==> config.mk <==
export PLATFORM = sky130hd
export DESIGN_NAME = reward_gen
export DESIGN_NICKNAME = d
export VERILOG_FILES = /design/src/rtl/reward_gen_pkg.sv /design/src/rtl/reward_gen_min_tracker.sv /design/src/rtl/reward_gen.sv
export SDC_FILE = /design/constraint.sdc
export NUM_CORES = 1
export LEC_CHECK = 0
export BUFFER_PORTS_ARGS = -buffer_cell sky130_fd_sc_hd__buf_2
export CORE_UTILIZATION = 45
export CTS_CLUSTER_DIAMETER = 200
export CTS_CLUSTER_SIZE = 14
export DETAILED_ROUTE_END_ITERATION = 16
export PLACE_DENSITY = 0.66
export SYNTH_ARGS = -nofsm -noshare
export SYNTH_HDL_FRONTEND = slang
export SYNTH_SLANG_ARGS = --single-unit
export TNS_END_PERCENT = 20
==> constraint.sdc <==
create_clock -name clock -period 6 [get_ports clock]
set_input_delay 0.9 -clock clock [delete_from_list [all_inputs] [get_ports clock]]
set_output_delay 0.9 -clock clock [all_outputs]
set_load 0.1 [all_outputs]
==> src/rtl/reward_gen_pkg.sv <==
// rtl/reward_gen_pkg.sv - shared types, default bases and address helper for reward_gen
//
// Purpose: FSM state encoding, default memory-map bases and the word-index
//          to byte-address helper shared by reward_gen and its sub-module.
// Ports:   none (package).

package reward_gen_pkg;

  typedef enum logic [2:0] {
    IDLE,
    ARMED,
    WR_NODE,
    RD_REQ,
    RD_WAIT,
    WR_CLUS,
    WR_REW,
    DONE
  } state_e;

  localparam logic [15:0] DEF_BASE_NODE = 16'h0148;
  localparam logic [15:0] DEF_BASE_Q    = 16'h01C8;
  localparam logic [15:0] DEF_BASE_PKT  = 16'h0048;

  // Word index to byte address. Callers truncate the result to their address
  // width, which gives the required modulo wrap and drops the index MSB.
  function automatic logic [31:0] addr_calc(input logic [31:0] base,
                                            input logic [31:0] idx);
    return base + (idx << 1);
  endfunction

endpackage

==> src/rtl/reward_gen_min_tracker.sv <==
// rtl/reward_gen_min_tracker.sv - running unsigned minimum with its index
//
// Purpose: tracks the smallest sampled value and the index it came from.
//          A tie keeps the earlier (lower-index) entry.
// Ports:
//   clk_i, rst_ni   clock, asynchronous active-low reset
//   clear_i         forget the current minimum
//   sample_i        offer value_i/index_i this cycle
//   value_i         candidate value
//   index_i         candidate index
//   min_value_o     current minimum (registered)
//   min_index_o     index of current minimum (registered)
//   take_o          candidate this cycle becomes the new minimum

module reward_min_tracker #(
  parameter int WIDTH     = 16,
  parameter int IDX_WIDTH = 16
) (
  input  logic                 clk_i,
  input  logic                 rst_ni,
  input  logic                 clear_i,
  input  logic                 sample_i,
  input  logic [WIDTH-1:0]     value_i,
  input  logic [IDX_WIDTH-1:0] index_i,
  output logic [WIDTH-1:0]     min_value_o,
  output logic [IDX_WIDTH-1:0] min_index_o,
  output logic                 take_o
);

  logic                 valid_q, valid_d;
  logic [WIDTH-1:0]     min_q, min_d;
  logic [IDX_WIDTH-1:0] idx_q, idx_d;

  // Strict less-than keeps the first of equal values.
  assign take_o = sample_i && (!valid_q || (value_i < min_q));

  always_comb begin
    valid_d = valid_q;
    min_d   = min_q;
    idx_d   = idx_q;
    if (clear_i) begin
      valid_d = 1'b0;
    end else if (take_o) begin
      valid_d = 1'b1;
      min_d   = value_i;
      idx_d   = index_i;
    end
  end

  always_ff @(posedge clk_i or negedge rst_ni) begin
    if (!rst_ni) begin
      valid_q <= 1'b0;
      min_q   <= '0;
      idx_q   <= '0;
    end else begin
      valid_q <= valid_d;
      min_q   <= min_d;
      idx_q   <= idx_d;
    end
  end

  assign min_value_o = min_q;
  assign min_index_o = idx_q;

endmodule

==> src/rtl/reward_gen.sv <==
// rtl/reward_gen.sv - cluster-node reward update engine
//
// Purpose: on start, writes MY_NODE_ID into the node table, fetches a reward
//          from the Q table (direct index or minimum scan), then writes the
//          cluster ID and reward into the packet buffer slot given by action.
// Ports:
//   clock, nrst          clock, asynchronous active-low reset
//   en                   enable; low aborts any operation
//   start                begin operation (honoured in ARMED)
//   mode                 0 = Q[besthop], 1 = min over Q[0..NUM_NEIGHBORS-1]
//   MY_NODE_ID           node identifier
//   MY_CLUSTER_ID        cluster identifier
//   action               packet slot index
//   besthop              Q index used in mode 0
//   data_in              memory read data
//   address, data_out    memory byte address / write data
//   wr_en, rd_en         one-cycle write / read strobes
//   busy                 operation in progress
//   best_idx             index of the reward source
//   done                 completion flag

module reward_gen
  import reward_gen_pkg::*;
#(
  parameter int                    WORD_WIDTH    = 16,
  parameter int                    ADDR_WIDTH    = 16,
  parameter int                    RD_LATENCY    = 1,
  parameter int                    NUM_NEIGHBORS = 8,
  parameter logic [ADDR_WIDTH-1:0] BASE_NODE     = DEF_BASE_NODE,
  parameter logic [ADDR_WIDTH-1:0] BASE_Q        = DEF_BASE_Q,
  parameter logic [ADDR_WIDTH-1:0] BASE_PKT      = DEF_BASE_PKT
) (
  input  logic                  clock,
  input  logic                  nrst,
  input  logic                  en,
  input  logic                  start,
  input  logic                  mode,
  input  logic [WORD_WIDTH-1:0] MY_NODE_ID,
  input  logic [WORD_WIDTH-1:0] MY_CLUSTER_ID,
  input  logic [WORD_WIDTH-1:0] action,
  input  logic [WORD_WIDTH-1:0] besthop,
  input  logic [WORD_WIDTH-1:0] data_in,
  output logic [ADDR_WIDTH-1:0] address,
  output logic [WORD_WIDTH-1:0] data_out,
  output logic                  wr_en,
  output logic                  rd_en,
  output logic                  busy,
  output logic [WORD_WIDTH-1:0] best_idx,
  output logic                  done
);

  localparam logic [2:0] LAST_WAIT = 3'(RD_LATENCY - 1);
  localparam logic [7:0] LAST_NBR  = 8'(NUM_NEIGHBORS - 1);

  state_e                state_q, state_d;
  logic                  mode_q, mode_d;
  logic [WORD_WIDTH-1:0] cluster_q, cluster_d;
  logic [WORD_WIDTH-1:0] action_q, action_d;
  logic [WORD_WIDTH-1:0] besthop_q, besthop_d;
  logic [WORD_WIDTH-1:0] reward_q, reward_d;
  logic [7:0]            cnt_q, cnt_d;
  logic [2:0]            wait_q, wait_d;

  logic [ADDR_WIDTH-1:0] address_q, address_d;
  logic [WORD_WIDTH-1:0] data_out_q, data_out_d;
  logic                  wr_en_q, wr_en_d;
  logic                  rd_en_q, rd_en_d;
  logic                  busy_q, busy_d;
  logic [WORD_WIDTH-1:0] best_idx_q, best_idx_d;
  logic                  done_q, done_d;

  logic                  accept;
  logic                  capture;
  logic                  sample;
  logic                  take;
  logic                  last_entry;
  logic [WORD_WIDTH-1:0] min_value;
  logic [WORD_WIDTH-1:0] min_index;

  assign accept     = (state_q == ARMED) && en && start;
  assign capture    = (state_q == RD_WAIT) && en && (wait_q == LAST_WAIT);
  assign sample     = capture && mode_q;
  assign last_entry = !mode_q || (cnt_q == LAST_NBR);

  reward_min_tracker #(
    .WIDTH     (WORD_WIDTH),
    .IDX_WIDTH (WORD_WIDTH)
  ) u_min (
    .clk_i       (clock),
    .rst_ni      (nrst),
    .clear_i     (accept),
    .sample_i    (sample),
    .value_i     (data_in),
    .index_i     (WORD_WIDTH'(cnt_q)),
    .min_value_o (min_value),
    .min_index_o (min_index),
    .take_o      (take)
  );

  always_comb begin
    state_d    = state_q;
    mode_d     = mode_q;
    cluster_d  = cluster_q;
    action_d   = action_q;
    besthop_d  = besthop_q;
    reward_d   = reward_q;
    cnt_d      = cnt_q;
    wait_d     = wait_q;
    address_d  = address_q;
    data_out_d = data_out_q;
    wr_en_d    = 1'b0;
    rd_en_d    = 1'b0;
    best_idx_d = best_idx_q;
    done_d     = done_q;

    // Transitions. Dropping en abort-returns to IDLE from anywhere.
    if (!en && (state_q != IDLE)) begin
      state_d = IDLE;
    end else begin
      unique case (state_q)
        IDLE: begin
          if (en) begin
            state_d = ARMED;
            done_d  = 1'b0;
          end
        end
        ARMED: begin
          if (accept) begin
            state_d   = WR_NODE;
            mode_d    = mode;
            cluster_d = MY_CLUSTER_ID;
            action_d  = action;
            besthop_d = besthop;
            cnt_d     = '0;
          end
        end
        WR_NODE: state_d = RD_REQ;
        RD_REQ: begin
          state_d = RD_WAIT;
          wait_d  = '0;
        end
        RD_WAIT: begin
          if (capture) begin
            if (last_entry) begin
              state_d = WR_CLUS;
            end else begin
              cnt_d   = cnt_q + 8'd1;
              state_d = RD_REQ;
            end
          end else begin
            wait_d = wait_q + 3'd1;
          end
        end
        WR_CLUS: state_d = WR_REW;
        WR_REW:  state_d = DONE;
        DONE:    state_d = IDLE;
        default: state_d = IDLE;
      endcase
    end

    if (capture && !mode_q) begin
      reward_d   = data_in;
      best_idx_d = besthop_q;
    end
    if (take) begin
      best_idx_d = WORD_WIDTH'(cnt_q);
    end

    // Outputs are registered: decode them from the state being entered.
    unique case (state_d)
      WR_NODE: begin
        address_d  = ADDR_WIDTH'(addr_calc(32'(BASE_NODE), 32'(MY_CLUSTER_ID)));
        data_out_d = MY_NODE_ID;
        wr_en_d    = 1'b1;
      end
      RD_REQ: begin
        address_d = ADDR_WIDTH'(addr_calc(32'(BASE_Q),
                                mode_q ? 32'(cnt_d) : 32'(besthop_q)));
        rd_en_d   = 1'b1;
      end
      WR_CLUS: begin
        address_d  = ADDR_WIDTH'(addr_calc(32'(BASE_PKT), 32'(action_q)));
        data_out_d = cluster_q;
        wr_en_d    = 1'b1;
      end
      WR_REW: begin
        address_d  = ADDR_WIDTH'(addr_calc(32'(BASE_PKT), 32'(action_q)) + 32'd2);
        data_out_d = mode_q ? min_value : reward_q;
        wr_en_d    = 1'b1;
      end
      DONE:    done_d = 1'b1;
      default: ;
    endcase

    busy_d = (state_d != IDLE) && (state_d != ARMED);
  end

  always_ff @(posedge clock or negedge nrst) begin
    if (!nrst) begin
      state_q    <= IDLE;
      mode_q     <= 1'b0;
      cluster_q  <= '0;
      action_q   <= '0;
      besthop_q  <= '0;
      reward_q   <= '0;
      cnt_q      <= '0;
      wait_q     <= '0;
      address_q  <= '0;
      data_out_q <= '0;
      wr_en_q    <= 1'b0;
      rd_en_q    <= 1'b0;
      busy_q     <= 1'b0;
      best_idx_q <= '0;
      done_q     <= 1'b0;
    end else begin
      state_q    <= state_d;
      mode_q     <= mode_d;
      cluster_q  <= cluster_d;
      action_q   <= action_d;
      besthop_q  <= besthop_d;
      reward_q   <= reward_d;
      cnt_q      <= cnt_d;
      wait_q     <= wait_d;
      address_q  <= address_d;
      data_out_q <= data_out_d;
      wr_en_q    <= wr_en_d;
      rd_en_q    <= rd_en_d;
      busy_q     <= busy_d;
      best_idx_q <= best_idx_d;
      done_q     <= done_d;
    end
  end

  assign address  = address_q;
  assign data_out = data_out_q;
  assign wr_en    = wr_en_q;
  assign rd_en    = rd_en_q;
  assign busy     = busy_q;
  assign best_idx = best_idx_q;
  assign done     = done_q;

  // min_index mirrors best_idx in mode 1; kept on the tracker for reuse.
  logic unused_min_index;
  assign unused_min_index = ^min_index;

endmodule

==> impl_metrics.env, run 1 <==
export IMPL_first_pass_iters=5
export IMPL_dr_total_vias=6729
export IMPL_nNetsFinal=1076
export IMPL_synth_async_sr_flop_share=1.00
export IMPL_worstPathArrival_ns=4.10
export IMPL_synth_seq_area_share=0.454
export IMPL_synth_distinct_cells=81
export IMPL_rrSetupSlack_ns=2.21
export IMPL_postRouteAntennaNets=0
export IMPL_nFillCells=1608
export IMPL_fin_worst_skew_ns=0.00955
export IMPL_powerDensity_nw_per_um2=359
export IMPL_syn_cell_area_um2=8040
export IMPL_fin_crit_sh=0.631
export IMPL_avgSynthCellArea_um2=9.45
export IMPL_p_leak_nw=4.64
export IMPL_hpwlAfterDp_um=14900
export IMPL_seq_power_share=0.370
export IMPL_start_util=0.463
export IMPL_final_cell_mix="168 x nand2_1, 145 x dfrtp_1, 133 x buf_2"
export IMPL_pwr_share_comb=0.285
export IMPL_clk_path_buf_depth=2
export IMPL_cts_setup_buffers=0
export IMPL_synth_warnings=0
export IMPL_clock_sinks=146
export IMPL_synth_ff_type="dfrtp_1"
export IMPL_grt_pass1_vias=6493
export IMPL_drive_gt1_frac=0.242
export IMPL_internal_power_mw=2.11
export IMPL_pwr_share_clk=0.345
export IMPL_root_buffer="clkbuf_16"
export IMPL_clkTransAtPathRegs_ns=0.06
export IMPL_syn_inst=851
export IMPL_ctsHtreeMaxLevel=4
export IMPL_grt_max_degree=90
export IMPL_gp_congestion=0.845
export IMPL_finalSetupViolCount=0
export IMPL_wl_per_cell_um=17.5
export IMPL_drt_total_wl_um=21100
export IMPL_syn_nets=959
export IMPL_hold_violations=0
export IMPL_placed_cells=1174
export IMPL_drt_iter0_drc=535
export IMPL_ir_drop_mv=0.304
export IMPL_slew_headroom=0.243
export IMPL_crit_type="reg2reg"
export IMPL_stdcell_count=1207
export IMPL_cts_buffers=17
export IMPL_coreArea_um2=17400
export IMPL_drv_cap=0
export IMPL_synth_enable_flop_cells=0
export IMPL_rsz0062_at_grt="false"
export IMPL_grt_usage=0.245
export IMPL_viasPerCell=5.57
export IMPL_worstHoldPathType="reg2reg"
export IMPL_worst_setup_path_start_kind="flop"
export IMPL_end_kind="flop"
export IMPL_portBuffers=134
export IMPL_area_delta_synth_final_pct=18.4
export IMPL_fp_dieH_um=136
export IMPL_required_ns=6.32
export IMPL_grt_first_pass_wirelength_um=34500
export IMPL_final_max_slew_viol_count=0
export IMPL_clock_fmax_mhz=264
export IMPL_antenna_found_initial=3
export IMPL_die_w_um=136
export IMPL_die_area_um2=18400
export IMPL_ios=137
export IMPL_final_common_cell="nand2_1"
export IMPL_min_period_ns=3.79
export IMPL_drc=0
export IMPL_ys_seq_elements=146
export IMPL_status="finished, final reports clean"
export IMPL_worstPathMaxFanout=6
export IMPL_rows=48
export IMPL_cts_resized=0
export IMPL_switching_power_mw=1.30
export IMPL_tightest_slew_ns=1.14
export IMPL_postCtsHoldBufs=0
export IMPL_netSwitchingFraction=0.381
export IMPL_cts_tree="yes"
export IMPL_clk_latency_ns=0.44
export IMPL_grt_overflow_total=0
export IMPL_finalSetupTns_ns=0
## cells in the mapped netlist, types with 3 or more instances
| cell | instances | area [um^2] |
|---|---|---|
| a211oi_1 | 3 | 22.5 |
| or3_1 | 5 | 31.3 |
| a21oi_1 | 43 | 215 |
| ha_1 | 23 | 288 |
| buf_2 | 16 | 80.1 |
| o32ai_1 | 3 | 26.3 |
| and2_1 | 10 | 62.6 |
| and3b_1 | 3 | 26.3 |
| xnor2_1 | 21 | 184 |
| o22ai_1 | 25 | 156 |
| mux2_2 | 37 | 417 |
| a31oi_1 | 7 | 43.8 |
| nor3_1 | 4 | 20.0 |
| o21ai_0 | 27 | 135 |
| nor2_1 | 56 | 210 |
| a221oi_1 | 5 | 43.8 |
| nand3b_1 | 3 | 22.5 |
| nand4_1 | 6 | 37.5 |
| clkbuf_1 | 22 | 82.6 |
| nand2b_1 | 8 | 50.1 |
| nor2b_1 | 9 | 56.3 |
| nand3_1 | 13 | 65.1 |
| inv_1 | 25 | 93.8 |
| a22o_1 | 9 | 78.8 |
| and3_1 | 6 | 37.5 |
| mux2i_1 | 18 | 180 |
| nor3b_1 | 3 | 22.5 |
| o2111ai_1 | 3 | 26.3 |
| a21o_1 | 9 | 67.6 |
| a221o_1 | 9 | 90.1 |
| dfrtp_1 | 146 | 3650 |
| o21a_1 | 19 | 143 |
| buf_4 | 5 | 37.5 |
| o21ai_1 | 5 | 25.0 |
| nand2_1 | 168 | 631 |
| xor2_1 | 18 | 158 |
| o21ai_2 | 3 | 26.3 |
## worst paths after layout
kind | endpoint | startpoint | cells after the start
max | address[15] | cnt_q[3] | 13
min | cluster_q[7] | cluster_q[7] | 2
max reg2reg | address[15] | cnt_q[3] | 13
min reg2reg | cluster_q[7] | cluster_q[7] | 2
max in group asynchronous | u_min.min_value_o[14] | nrst | 2
min in group asynchronous | action_q[5] | nrst | 1
## worst max-delay path: stages (launching register included)
cell and delay [ns]:
dfrtp_1 0.45, or4_4 0.58, or3_1 0.48, a31o_1 0.25
a31oi_1 0.22, mux2_2 0.19, ha_1 0.20, a21boi_0 0.13
nor4b_1 0.40, xnor2_1 0.17, o32ai_1 0.10, a21oi_2 0.14
o21ai_2 0.06, mux2_2 0.29
## registers in the layout, summed over array words and instances (netlist names)
| name | cells |
|---|---|
| best_idx | 16 |
| besthop_q | 16 |
| cluster_q | 16 |
| data_out | 16 |
| reward_q | 16 |
| u_min.min_value_o | 16 |
| action_q | 15 |
| address | 15 |
| cnt_q | 8 |
| state_q | 3 |
| wait_q | 3 |
| busy | 1 |
| done | 1 |
| mode_q | 1 |
| rd_en | 1 |
| u_min.valid_q | 1 |
| wr_en | 1 |
## kinds of logic after synthesis
| kind of cell | count (synthesis) | share of synthesized area |
|---|---|---|
| muxes | 55 | 0.0742 |
| and+or+nand+nor | 314 | 0.181 |
| AOI/OAI and AO/OA | 199 | 0.171 |
| other | 1 | 0.000466 |
| buffers and inverters | 74 | 0.0415 |
| adders and majority gates | 23 | 0.0358 |
| xor gates and xnor gates | 39 | 0.0425 |
| DFF | 146 | 0.454 |
## final cells by class
class,instances,area (um^2),area share
multi-input combinational,631,4070,0.427
timing repair buffer,145,759,0.0798
tap,225,282,0.0296
antenna,1,2.50,0.000263
inverter,27,104,0.0109
sequential,146,3650,0.384
clock buffer,19,443,0.0465
clock inverter,13,206,0.0217
## routing by layer
metal | track usage | up-vias | part of all wire
li1 | - | 3233 | -
met2 | 0.382 | 186 | 0.47
met5 | 0 | - | 0.00062
met4 | 0.0793 | 2 | 0.015
met3 | 0.0434 | 28 | 0.047
met1 | 0.342 | 3280 | 0.46
## through the flow
step / cell area, um^2 / setup WS, ns / hold WS, ns / power, mW / utilization
after floorplan: 8040 / 2.60 / 0.446 / 2.01 / -
after global placement: 8870 / 2.04 / 0.460 / 2.24 / 0.511
after detailed placement: 8870 / 1.98 / 0.462 / 2.25 / 0.511
after CTS: 9520 / 2.22 / 0.480 / 3.43 / 0.548
after global routing: 9520 / 2.00 / 0.501 / 3.56 / 0.548
final: 9520 / 2.21 / 0.476 / 3.41 / 0.548
## power by group through the flow
| stage | clock network (mW) | logic, mW | registers (mW) |
|---|---|---|---|
| 5_1_grt | 1.24 | 1.04 | 1.28 |
| 4_1_cts | 1.19 | 0.977 | 1.26 |
| 3_5_place_dp | 0 | 0.974 | 1.28 |
| 6_report | 1.18 | 0.973 | 1.26 |
| 3_3_place_gp | 0 | 0.966 | 1.27 |
| 2_1_floorplan | 0 | 0.339 | 1.67 |
No activity file was read; power rests on OpenSTA's default activity.
==> inputs of run 2 (changes only) <==
--- a/config.mk
+++ b/config.mk
@@ -5,6 +5,7 @@
 export SDC_FILE = /design/constraint.sdc
 export NUM_CORES = 1
 export LEC_CHECK = 0
+export ABC_AREA = 1
 export BUFFER_PORTS_ARGS = -buffer_cell sky130_fd_sc_hd__buf_2
 export CORE_UTILIZATION = 45
 export CTS_CLUSTER_DIAMETER = 200
==> constraint.sdc (replaced) <==
create_clock -name clock -period 3.76 [get_ports clock]
set_input_delay 0.564 -clock clock [delete_from_list [all_inputs] [get_ports clock]]
set_output_delay 0.564 -clock clock [all_outputs]
set_load 0.1 [all_outputs]
==> run 2 against run 1 <==
Effect of this change:
- die area increased by 0.55%
- synthesized cell count up 25%
- clock power grew 46%
- count of clock-buffer cells in the layout stayed put
- critical path type unchanged
- area after synthesis is 0.56% higher
- worst setup slack lost 1.6 ns
- register-to-register slack got worse by 1.6 ns
- critical endpoint is now address[10]
==> impl_metrics.env, run 2 <==
export IMPL_tightest_slew_ns=0.782
export IMPL_ir_drop_mv=0.532
export IMPL_wl_per_cell_um=15.0
export IMPL_worstHoldPathType="in2async"
export IMPL_first_pass_iters=5
export IMPL_synthTopCellsByCount="311 x nand2_1, 146 x dfrtp_1, 120 x inv_1, 103 x o21ai_0, 71 x nor2_1"
export IMPL_drive_gt1_frac=0.175
export IMPL_worst_setup_path_start_kind="flop"
export IMPL_root_buffer="clkbuf_16"
export IMPL_crit_type="reg2reg"
export IMPL_grt_max_degree=84
export IMPL_cts_setup_buffers=0
export IMPL_clock_sinks=146
export IMPL_postRouteAntennaNets=0
export IMPL_syn_nets=1175
export IMPL_gp_congestion=0.904
export IMPL_syn_cell_area_um2=8090
export IMPL_rows=48
export IMPL_synth_area_leaders="dfrtp_1 45%, nand2_1 14%, o21ai_0 6.4%"
export IMPL_worstPathArrival_ns=3.48
export IMPL_antenna_found_initial=1
export IMPL_dr_total_vias=7389
export IMPL_avgSynthCellArea_um2=7.58
export IMPL_wl_met1_um=10500
export IMPL_synth_ff_type="dfrtp_1"
export IMPL_clk_latency_ns=0.43
export IMPL_finalSetupTns_ns=0
export IMPL_area_delta_synth_final_pct=18.3
export IMPL_min_period_ns=3.16
export IMPL_synth_largest_area_cell="dfrtp_1"
export IMPL_start_util=0.464
export IMPL_syn_inst=1067
export IMPL_cts_resized=0
export IMPL_nNetsFinal=1301
export IMPL_status="finished, final reports clean"
export IMPL_synth_top_area_share=0.452
export IMPL_viasPerCell=5.16
export IMPL_die_area_um2=18500
export IMPL_drc=0
export IMPL_worst_slack_ns=0.605
export IMPL_fin_crit_sh=0.839
export IMPL_drv_cap=0
export IMPL_hold_violations=0
export IMPL_synth_seq_area_share=0.452
export IMPL_portBuffers=134
export IMPL_powerDensity_nw_per_um2=894
export IMPL_cts_tree="yes"
export IMPL_grt_first_pass_wirelength_um=35100
export IMPL_die_w_um=136
export IMPL_final_max_slew_viol_count=0
export IMPL_ios=137
export IMPL_synth_distinct_cells=42
export IMPL_grt_overflow_total=0
export IMPL_clk_path_buf_depth=2
export IMPL_clock_fmax_mhz=317
export IMPL_end_kind="flop"
export IMPL_post_place_ws_ns=0.437
export IMPL_synth_warnings=0
export IMPL_fin_util=0.549
export IMPL_routed_wl_met2_um=9470
export IMPL_cts_buffers=17
export IMPL_synth_async_sr_flop_share=1.00
export IMPL_p_leak_nw=4.87
export IMPL_synth_enable_flop_cells=0
export IMPL_fp_dieH_um=136
export IMPL_hpwlAfterDp_um=15600
export IMPL_drt_iter0_drc=664
export IMPL_highest_layer="met4"
export IMPL_grt_usage=0.245
export IMPL_slew_headroom=0.478
export IMPL_ys_seq_elements=146
export IMPL_fin_worst_skew_ns=0.0107
export IMPL_yosysMostFrequentCell="nand2_1"
export IMPL_wl_met3_um=1130
export IMPL_final_common_cell="nand2_1"
export IMPL_ctsHtreeMaxLevel=4
export IMPL_grt_pass1_vias=6943
export IMPL_required_ns=4.09
export IMPL_worstPathMaxFanout=21
export IMPL_coreArea_um2=17400
export IMPL_drt_total_wl_um=21500
export IMPL_finalSetupViolCount=0
export IMPL_clkTransAtPathRegs_ns=0.06
export IMPL_postCtsHoldBufs=0
export IMPL_power_total_mw=8.55
export IMPL_final_cell_mix="311 x nand2_1, 146 x dfrtp_1, 133 x buf_2"
export IMPL_rsz0062_at_grt="false"
==> run 2: cell types whose count changed after synthesis, sizes merged, moves of 24 or more <==
| cell | delta |
|---|---|
| nand2 | +145 |
| o21ai | +70 |
| o22ai | -24 |
| inv | +105 |
| mux2 | -37 |
| nor2 | +24 |
| nand3 | +54 |
==> run 2: metrics by stage <==
step	area, um^2	hold WS (ns)	cells
floorplan	8090	0.268	1067
global placement	8970	0.463	1399
detailed placement	8970	0.465	1399
CTS	9560	0.220	1431
global route	9570	0.241	1432
finish	9570	0.172	1432
==> run 2: cells by family after synthesis <==
| logic type | count (synthesis) | share of synthesized area |
|---|---|---|
| AND/OR/NAND/NOR | 495 | 0.260 |
| AO/OA/AOI/OAI | 211 | 0.147 |
| buffers and inverters | 172 | 0.0851 |
| flip-flops | 146 | 0.452 |
| adder cells (fa/ha/maj) | 23 | 0.0356 |
| XOR/XNOR | 19 | 0.0206 |
| other | 1 | 0.000464 |
==> run 2: path summary, 6_finish.rpt <==
path	from	end	slack, ns	cells after the start
max in group asynchronous	nrst	address[9]	2.74	2
setup reg to reg	wait_q[0]	address[10]	0.60	18
setup / recovery	wait_q[0]	address[10]	0.60	18
hold / removal	nrst	best_idx[11]	0.17	1
min in group clock	besthop[5]	besthop_q[5]	0.34	3
hold reg to reg	cluster_q[4]	cluster_q[4]	0.48	2
==> run 2: layout make-up <==
cell class / count / area, um^2
inverters: 133 / 502
diodes: 1 / 2.50
clock buffers: 19 / 443
well taps: 225 / 282
repair buffers: 146 / 779
clock inverters: 13 / 151
flip-flops and latches: 146 / 3650
fillers: 1683 / 7850
multi-input cells: 749 / 3750
==> run 2: where the power goes <==
group / total, mW / switching, mW / internal [mW]
registers: 2.63 / 0.408 / 2.23
clock network: 1.72 / 0.715 / 1.01
logic: 4.20 / 3.29 / 0.908
==> run 2: per-layer routing <==
metal  up-vias  GRT usage
met5         -          0
met1      3414      0.356
met2       220      0.372
met3        24     0.0384
met4         0     0.0802
li1       3731          -
==> run 2: worst max-delay path: stages (launching register included) <==
cell	delay, ns
dfrtp_1	0.38
inv_1	0.09
ha_1	0.15
nand2_1	0.04
nor2_1	0.17
nand3_2	0.16
nor2_4	0.31
nor2_2	0.06
a21oi_2	0.13
nor2_2	0.07
nand3_2	0.17
inv_4	0.07
nor2_8	0.09
nand2_4	0.17
nor2_4	0.43
inv_2	0.19
or2_0	0.25
nand2_1	0.07
inv_1	0.03
